`src/rtl/calc_rr_arbiter.sv`:
```
// Round-robin arbiter that shares one combinational calculator between two requesters.
// It latches the winner's operands, holds them for SETTLE cycles, then registers the result.
module calc_rr_arbiter #(
  parameter int unsigned WIDTH  = 4,
  parameter int unsigned SETTLE = 1
) (
  input  logic             i_clk,
  input  logic             i_reset,
  input  logic [1:0]       i_req,
  input  logic [WIDTH-1:0] i_a0,
  input  logic [WIDTH-1:0] i_b0,
  input  logic [1:0]       i_sel0,
  input  logic [WIDTH-1:0] i_a1,
  input  logic [WIDTH-1:0] i_b1,
  input  logic [1:0]       i_sel1,
  output logic [WIDTH-1:0] o_alu_a,
  output logic [WIDTH-1:0] o_alu_b,
  output logic [1:0]       o_alu_sel,
  input  logic [WIDTH-1:0] i_alu_result,
  output logic [1:0]       o_grant,
  output logic [1:0]       o_done,
  output logic [WIDTH-1:0] o_result,
  output logic             o_div0,
  output logic             o_busy
);

  localparam int unsigned CNT_W = 4;

  typedef enum logic {IDLE, EXEC} state_t;

  state_t             state, state_nxt;
  logic [CNT_W-1:0]   cnt, cnt_nxt;
  logic               last, last_nxt;
  logic               winner;
  logic [WIDTH-1:0]   alu_a_nxt, alu_b_nxt, result_nxt;
  logic [1:0]         alu_sel_nxt, grant_nxt, done_nxt;
  logic               div0_nxt, busy_nxt;

  // State and all outputs are registered; last also identifies the current owner.
  always_ff @(posedge i_clk) begin
    if (i_reset) begin
      state     <= IDLE;
      cnt       <= '0;
      last      <= 1'b1;
      o_alu_a   <= '0;
      o_alu_b   <= '0;
      o_alu_sel <= '0;
      o_grant   <= '0;
      o_done    <= '0;
      o_result  <= '0;
      o_div0    <= 1'b0;
      o_busy    <= 1'b0;
    end else begin
      state     <= state_nxt;
      cnt       <= cnt_nxt;
      last      <= last_nxt;
      o_alu_a   <= alu_a_nxt;
      o_alu_b   <= alu_b_nxt;
      o_alu_sel <= alu_sel_nxt;
      o_grant   <= grant_nxt;
      o_done    <= done_nxt;
      o_result  <= result_nxt;
      o_div0    <= div0_nxt;
      o_busy    <= busy_nxt;
    end
  end

  // On contention the requester that did not win last time goes first.
  always_comb begin
    winner = (i_req == 2'b11) ? ~last : i_req[1];
  end

  always_comb begin
    state_nxt   = state;
    cnt_nxt     = cnt;
    last_nxt    = last;
    alu_a_nxt   = o_alu_a;
    alu_b_nxt   = o_alu_b;
    alu_sel_nxt = o_alu_sel;
    grant_nxt   = '0;
    done_nxt    = '0;
    result_nxt  = o_result;
    div0_nxt    = o_div0;

    unique case (state)
      IDLE: begin
        if (i_req != 2'b00) begin
          state_nxt   = EXEC;
          last_nxt    = winner;
          cnt_nxt     = CNT_W'(SETTLE - 1);
          grant_nxt   = winner ? 2'b10 : 2'b01;
          alu_a_nxt   = winner ? i_a1 : i_a0;
          alu_b_nxt   = winner ? i_b1 : i_b0;
          alu_sel_nxt = winner ? i_sel1 : i_sel0;
        end
      end
      EXEC: begin
        if (cnt != '0) begin
          cnt_nxt = cnt - CNT_W'(1);
        end else begin
          state_nxt  = IDLE;
          result_nxt = i_alu_result;
          div0_nxt   = (o_alu_sel == 2'b11) && (o_alu_b == '0);
          done_nxt   = last ? 2'b10 : 2'b01;
        end
      end
      default: state_nxt = IDLE;
    endcase

    busy_nxt = (state_nxt == EXEC);
  end

endmodule

```
`config.mk`:
```
export PLATFORM = sky130hd
export DESIGN_NAME = calc_rr_arbiter
export DESIGN_NICKNAME = d
export VERILOG_FILES = /design/src/rtl/calc_rr_arbiter.sv
export SDC_FILE = /design/constraint.sdc
export NUM_CORES = 1
export LEC_CHECK = 0
export BUFFER_PORTS_ARGS = -buffer_cell sky130_fd_sc_hd__buf_4
export CORE_MARGIN = 2
export CORE_UTILIZATION = 47
export CTS_CLUSTER_SIZE = 30
export DETAILED_ROUTE_END_ITERATION = 10
export GPL_TIMING_DRIVEN = 0
export HOLD_SLACK_MARGIN = 0.12
export PLACE_DENSITY = 0.78
export SLEW_MARGIN = 10
export SYNTH_ARGS = -nofsm -noshare
export SYNTH_HDL_FRONTEND = slang
export SYNTH_SLANG_ARGS = --single-unit
```
`constraint.sdc`:
```
create_clock -name i_clk -period 1.64 [get_ports i_clk]
set_input_delay 0.082 -clock i_clk [delete_from_list [all_inputs] [get_ports i_clk]]
set_output_delay 0.082 -clock i_clk [all_outputs]
set_load 0.01 [all_outputs]
```
# --- After elaboration in Yosys (flattened, before gate mapping) ---
# Index checks and enable logic that the tools add are counted.
totals:
  ff_bits: 25
  inputBits: 28
  output_inout_bits: 20
  wordCells: 40
classes:
  addsub: 1
  n_eq_ne: 4
  n_mux: 12
  n_bitwise: 4
  reduce_logical: 9
ops:
  columns: ["operator", "n"]
  rows:
  - ["two-way mux 4 bit", 4]
  - ["case mux 4 bit (2 select lines)", 1]
  - ["two-way mux 2 bit", 3]
  - ["AND reduction 2 bit", 3]
  - ["OR reduction 3 bit", 2]
  - ["== test 2 bit, second input constant", 2]
  - ["zero test 4 bit", 1]
  - ["NOT 1 bit", 4]
  - ["nonzero test 4 bit", 1]
  - ["subtractor 4 x 1 -> 4 bit, second input constant", 1]
  - ["two-way mux 1 bit", 3]
  - ["!= test 2 x 1 -> 1 bit, second input constant", 1]
  - ["!= test 2 bit, second input constant", 1]
  - ["case mux 1 bit (2 select lines)", 1]
  - ["nonzero test 2 bit", 1]
  - ["logical AND 1 bit", 1]

# --- Depth between registers and ports, before layout ---
logic_depth:
  depth_word: 3
  ltp_mapped: 6
  mapped_depth_nobuf: 5

# --- Worst setup path before layout ---
# Ideal clock, no wire load.
synth_path:
  kind: "reg-to-reg"
  from: "register cnt[0]"
  to: "register o_div0"
  setup_time_ns: 0.067
  t_arrival_ns: 1.154
  required_ns: 1.573
  slack_ns: 0.418
  path_stages_with_launch: 7
  n_path_buf: 1
  period_less_slack_ns: 1.222
  path_cell_list: "dfxtp_1 > inv_1 > ha_1 > and4bb_1 > buf_6 > nand2b_4 > a21oi_2"
synth_via:
  elab_chain_cells: 3
synth_lines:
  columns: ["item", "line", "rtl"]
  rows:
  - ["start: declaration", "32", "logic [CNT_W-1:0] cnt, cnt_nxt;"]
  - ["start signal: assignment", "55", "cnt <= cnt_nxt;"]
  - ["nonzero test 4 bit", "98", "if (cnt != '0) begin"]
  - ["NOT 1 bit (no source line)", null, null]
  - ["AND reduction 2 bit (no source line)", null, null]
  - ["end signal: assignment", "63", "o_div0 <= div0_nxt;"]
  - ["end: declaration", "23", "output logic o_div0,"]
# No other way between the ends.
# A chain may end at the register's enable or synchronous reset.

# --- Worst setup path after layout ---
layout_path:
  from: "register cnt[0]"
  to: "register o_result[3]"
layout_via:
  elab_chain_cells: 3
layout_lines:
  columns: ["item", "line", "rtl"]
  rows:
  - ["nonzero test 4 bit", "98", null]
  - ["NOT 1 bit (no source line)", null, null]
  - ["AND reduction 2 bit (no source line)", null, null]
  - ["end signal: assignment", "62", "o_result <= result_nxt;"]
  - ["end: declaration", "22", "output logic [WIDTH-1:0] o_result,"]
# No other way between the ends.

==> flow_summary.yaml <==
status:
  status: "finished, final reports clean"
floorplan:
  dieWidth_microns: 54.6
  pin_count: 48
  start_util_pct: 49.0
  fp.dieArea_sq_mm: 0.00298
  die_h_microns: 54.6
  num_rows: 18
  core_sq_mm: 0.00245
worst_hold_path:
  min_to: "state"
  hold_class: "primary input to register"
  hp-start: "i_req[1]"
  whs_path_depth: 3
synth:
  ys_warn_count: 0
  synthTopCellsByCount: "dfxtp_1 (25), nor2_1 (17), nand3_1 (12)"
  netlist_top_cells_area: "dfxtp_1 (42%), a311oi_2 (11%), nor2_1 (5.3%)"
  synth_seq_area_share_pct: 41.6
  synth.largest_area_cell: "dfxtp_1"
  synthFlopType: "dfxtp_1"
  yosysMostFrequentCell: "dfxtp_1"
  synth-seq-cells: 25
  synth.avg_cell_area_sq_um: 10.3
  async_flop_share_pct: 0
  netlist_area_sq_mm: 0.00120
  syn_nets: 146
  syn_inst: 117
  yosysTopAreaCellShare_pct: 41.6
  synth.distinct_cells: 34
  synth_edf_count: 0
setup_path:
  rr_endpoint: "o_result[3]"
  cp.arrival_ns: 1.57
  worstPathRequired_ns: 1.86
  crit_type: "register to register"
  reg2reg_from: "cnt[0]"
  worst_r2r_path_depth: 6
  r2r_setup_slack_ns: 0.29
  start_kind: "register"
  cp-end-kind: "register"
  crit_fanout: 8
timing:
  tns_ns: 0
  period_share_pct: 82.6
  hold_violations: 0
  min_period_ns: 1.35
  finClkSkew_ns: 0.00622
  rsz0062_at_grt: "false"
  fin_ws_ns: 0.285
  worst_pin_slew_ns: 0.451
  setup_viol: 0
  fin_hold_ws_ns: 0.129
  slew_headroom_pct: 69.5
  finalMaxSlewViolations: 0
  fmax_mhz: 738
clocking:
  root_buffer: "clkbuf_4"
  clockBufferDepth: 2
  clk_pin_slew_worst_paths_ns: 0.14
  cts_sinks: 25
  cts_buffers: 3
  cts_tree: "built"
  h-tree-depth: 1
  worstSkewPairLatency_ns: 0.33
  cts_resized: 0
place:
  place_congestion: 0.713
  placed_cells: 193
  pre_cts_ws_ns: 0.290
  hpwl_mm: 2.15
  port_buffers: 46
run:
  drv_cap: 0
layout:
  diodes: 0
  final_layout_size_suffix_gt1_share_pct: 43.5
  stdcell_count: 223
  layout.nets: 223
  area_growth_pct: 55.8
  fillers: 178
grt:
  track_usage_pct: 23.8
  grt_max_degree: 15
  grt_pass1_vias: 1107
  grt.overflow.total: 0
  grt_pass1_wl_mm: 5.00
  antenna_found_initial: 0
power:
  irDropWorstVdd_mv: 0.788
  total_power_mw: 1.36
  power.density_mw_per_mm2: 725
  leakagePower_nw: 0.814
detailed_routing:
  antenna_left: 0
  drt-pass1-iter-count: 4
  drt-vias-per-instance: 5.24
  wl_met1_mm: 1.34
  maxUsedRoutingLayer: "met4"
  wl_met3_microns: 146
  detail_route.wl_per_cell_microns: 14.7
  drtIter0Drc: 11
  totalWireLength_mm: 3.27
  route.met2.wl_mm: 1.73
  drc: 0
  num_vias: 1169
## registers in the layout (all words and copies together) (netlist names), 2 cells and up
signal / flops
o_result: 4
o_alu_sel: 2
o_done: 2
o_alu_a: 4
o_alu_b: 4
cnt: 4
o_grant: 2
## through the flow
| step | util (%) | instance area (sq um) |
|---|---|---|
| after floorplan | - | 1200 |
| after global placement | 64.6 | 1590 |
| after detailed placement | 64.6 | 1590 |
| after CTS | 76.3 | 1870 |
| after global routing | 76.3 | 1870 |
| final | 76.3 | 1870 |
## critical path, stage by stage, from the launching register on
cell and delay [ns]:
dfxtp_1 0.35, inv_1 0.08, ha_1 0.19, and4bb_1 0.23, buf_6 0.15, mux2i_1 0.19, nor2_1 0.05
## power breakdown
part	internal, mW	switching (mW)
registers	0.650	0.0288
clock network	0.0916	0.195
logic	0.221	0.172
total	0.962	0.396
## layer usage
layer / track usage [%] / vias up
met2: 40.1 / 31
met1: 28.1 / 557
li1: - / 575
met4: 10.8 / 0
met3: 6.28 / 6
met5: 0 / -
## placed cells by master, fill, tap and decap left out, types with 3 or more instances in the layout
cell type,n
a311oi_2,9
inv_1,3
dfxtp_1,25
nor3_1,3
buf_2,3
nor2_1,17
nand3_1,12
dlygate4sd3_1,26
nand2_2,8
mux2i_1,4
clkbuf_4,3
buf_4,46
nand2_1,4
## timing repair
item,4_1_cts,5_1_grt
hold buffers,26,0
setup buffers,0,0
endpoints found under the hold margin,17,0
## layout make-up
cell class	count	area [sq um]	area share, %
Multi-Input combinational cell	81	614	32.8
Timing Repair Buffer	72	606	32.3
Sequential cell	25	500	26.7
Buffer	8	76.3	4.07
Tap cell	30	37.5	2.00
Clock buffer	3	22.5	1.20
Inverter	3	11.3	0.601
Clock inverter	1	5.00	0.267
## how the worst max path moves through the flow
| stage | startpoint | end | cells past startpoint |
|---|---|---|---|
| after global routing | cnt[0] | o_result[1] | 6 |
| after CTS | cnt[0] | o_result[1] | 6 |
| after global placement | cnt[0] | o_result[1] | 6 |
| after floorplan | cnt[0] | o_div0 | 6 |
| final | cnt[0] | o_result[3] | 6 |
| after detailed placement | cnt[0] | o_result[1] | 6 |
## cells by family after synthesis
family,synth area share (%)
AO/OA/AOI/OAI,20.0
adder cells (fa/ha/maj),1.04
buffers and inverters,7.28
flip-flops,41.6
multiplexers,5.20
AND/OR/NAND/NOR,24.9
Power figures use the tool's default switching activity.
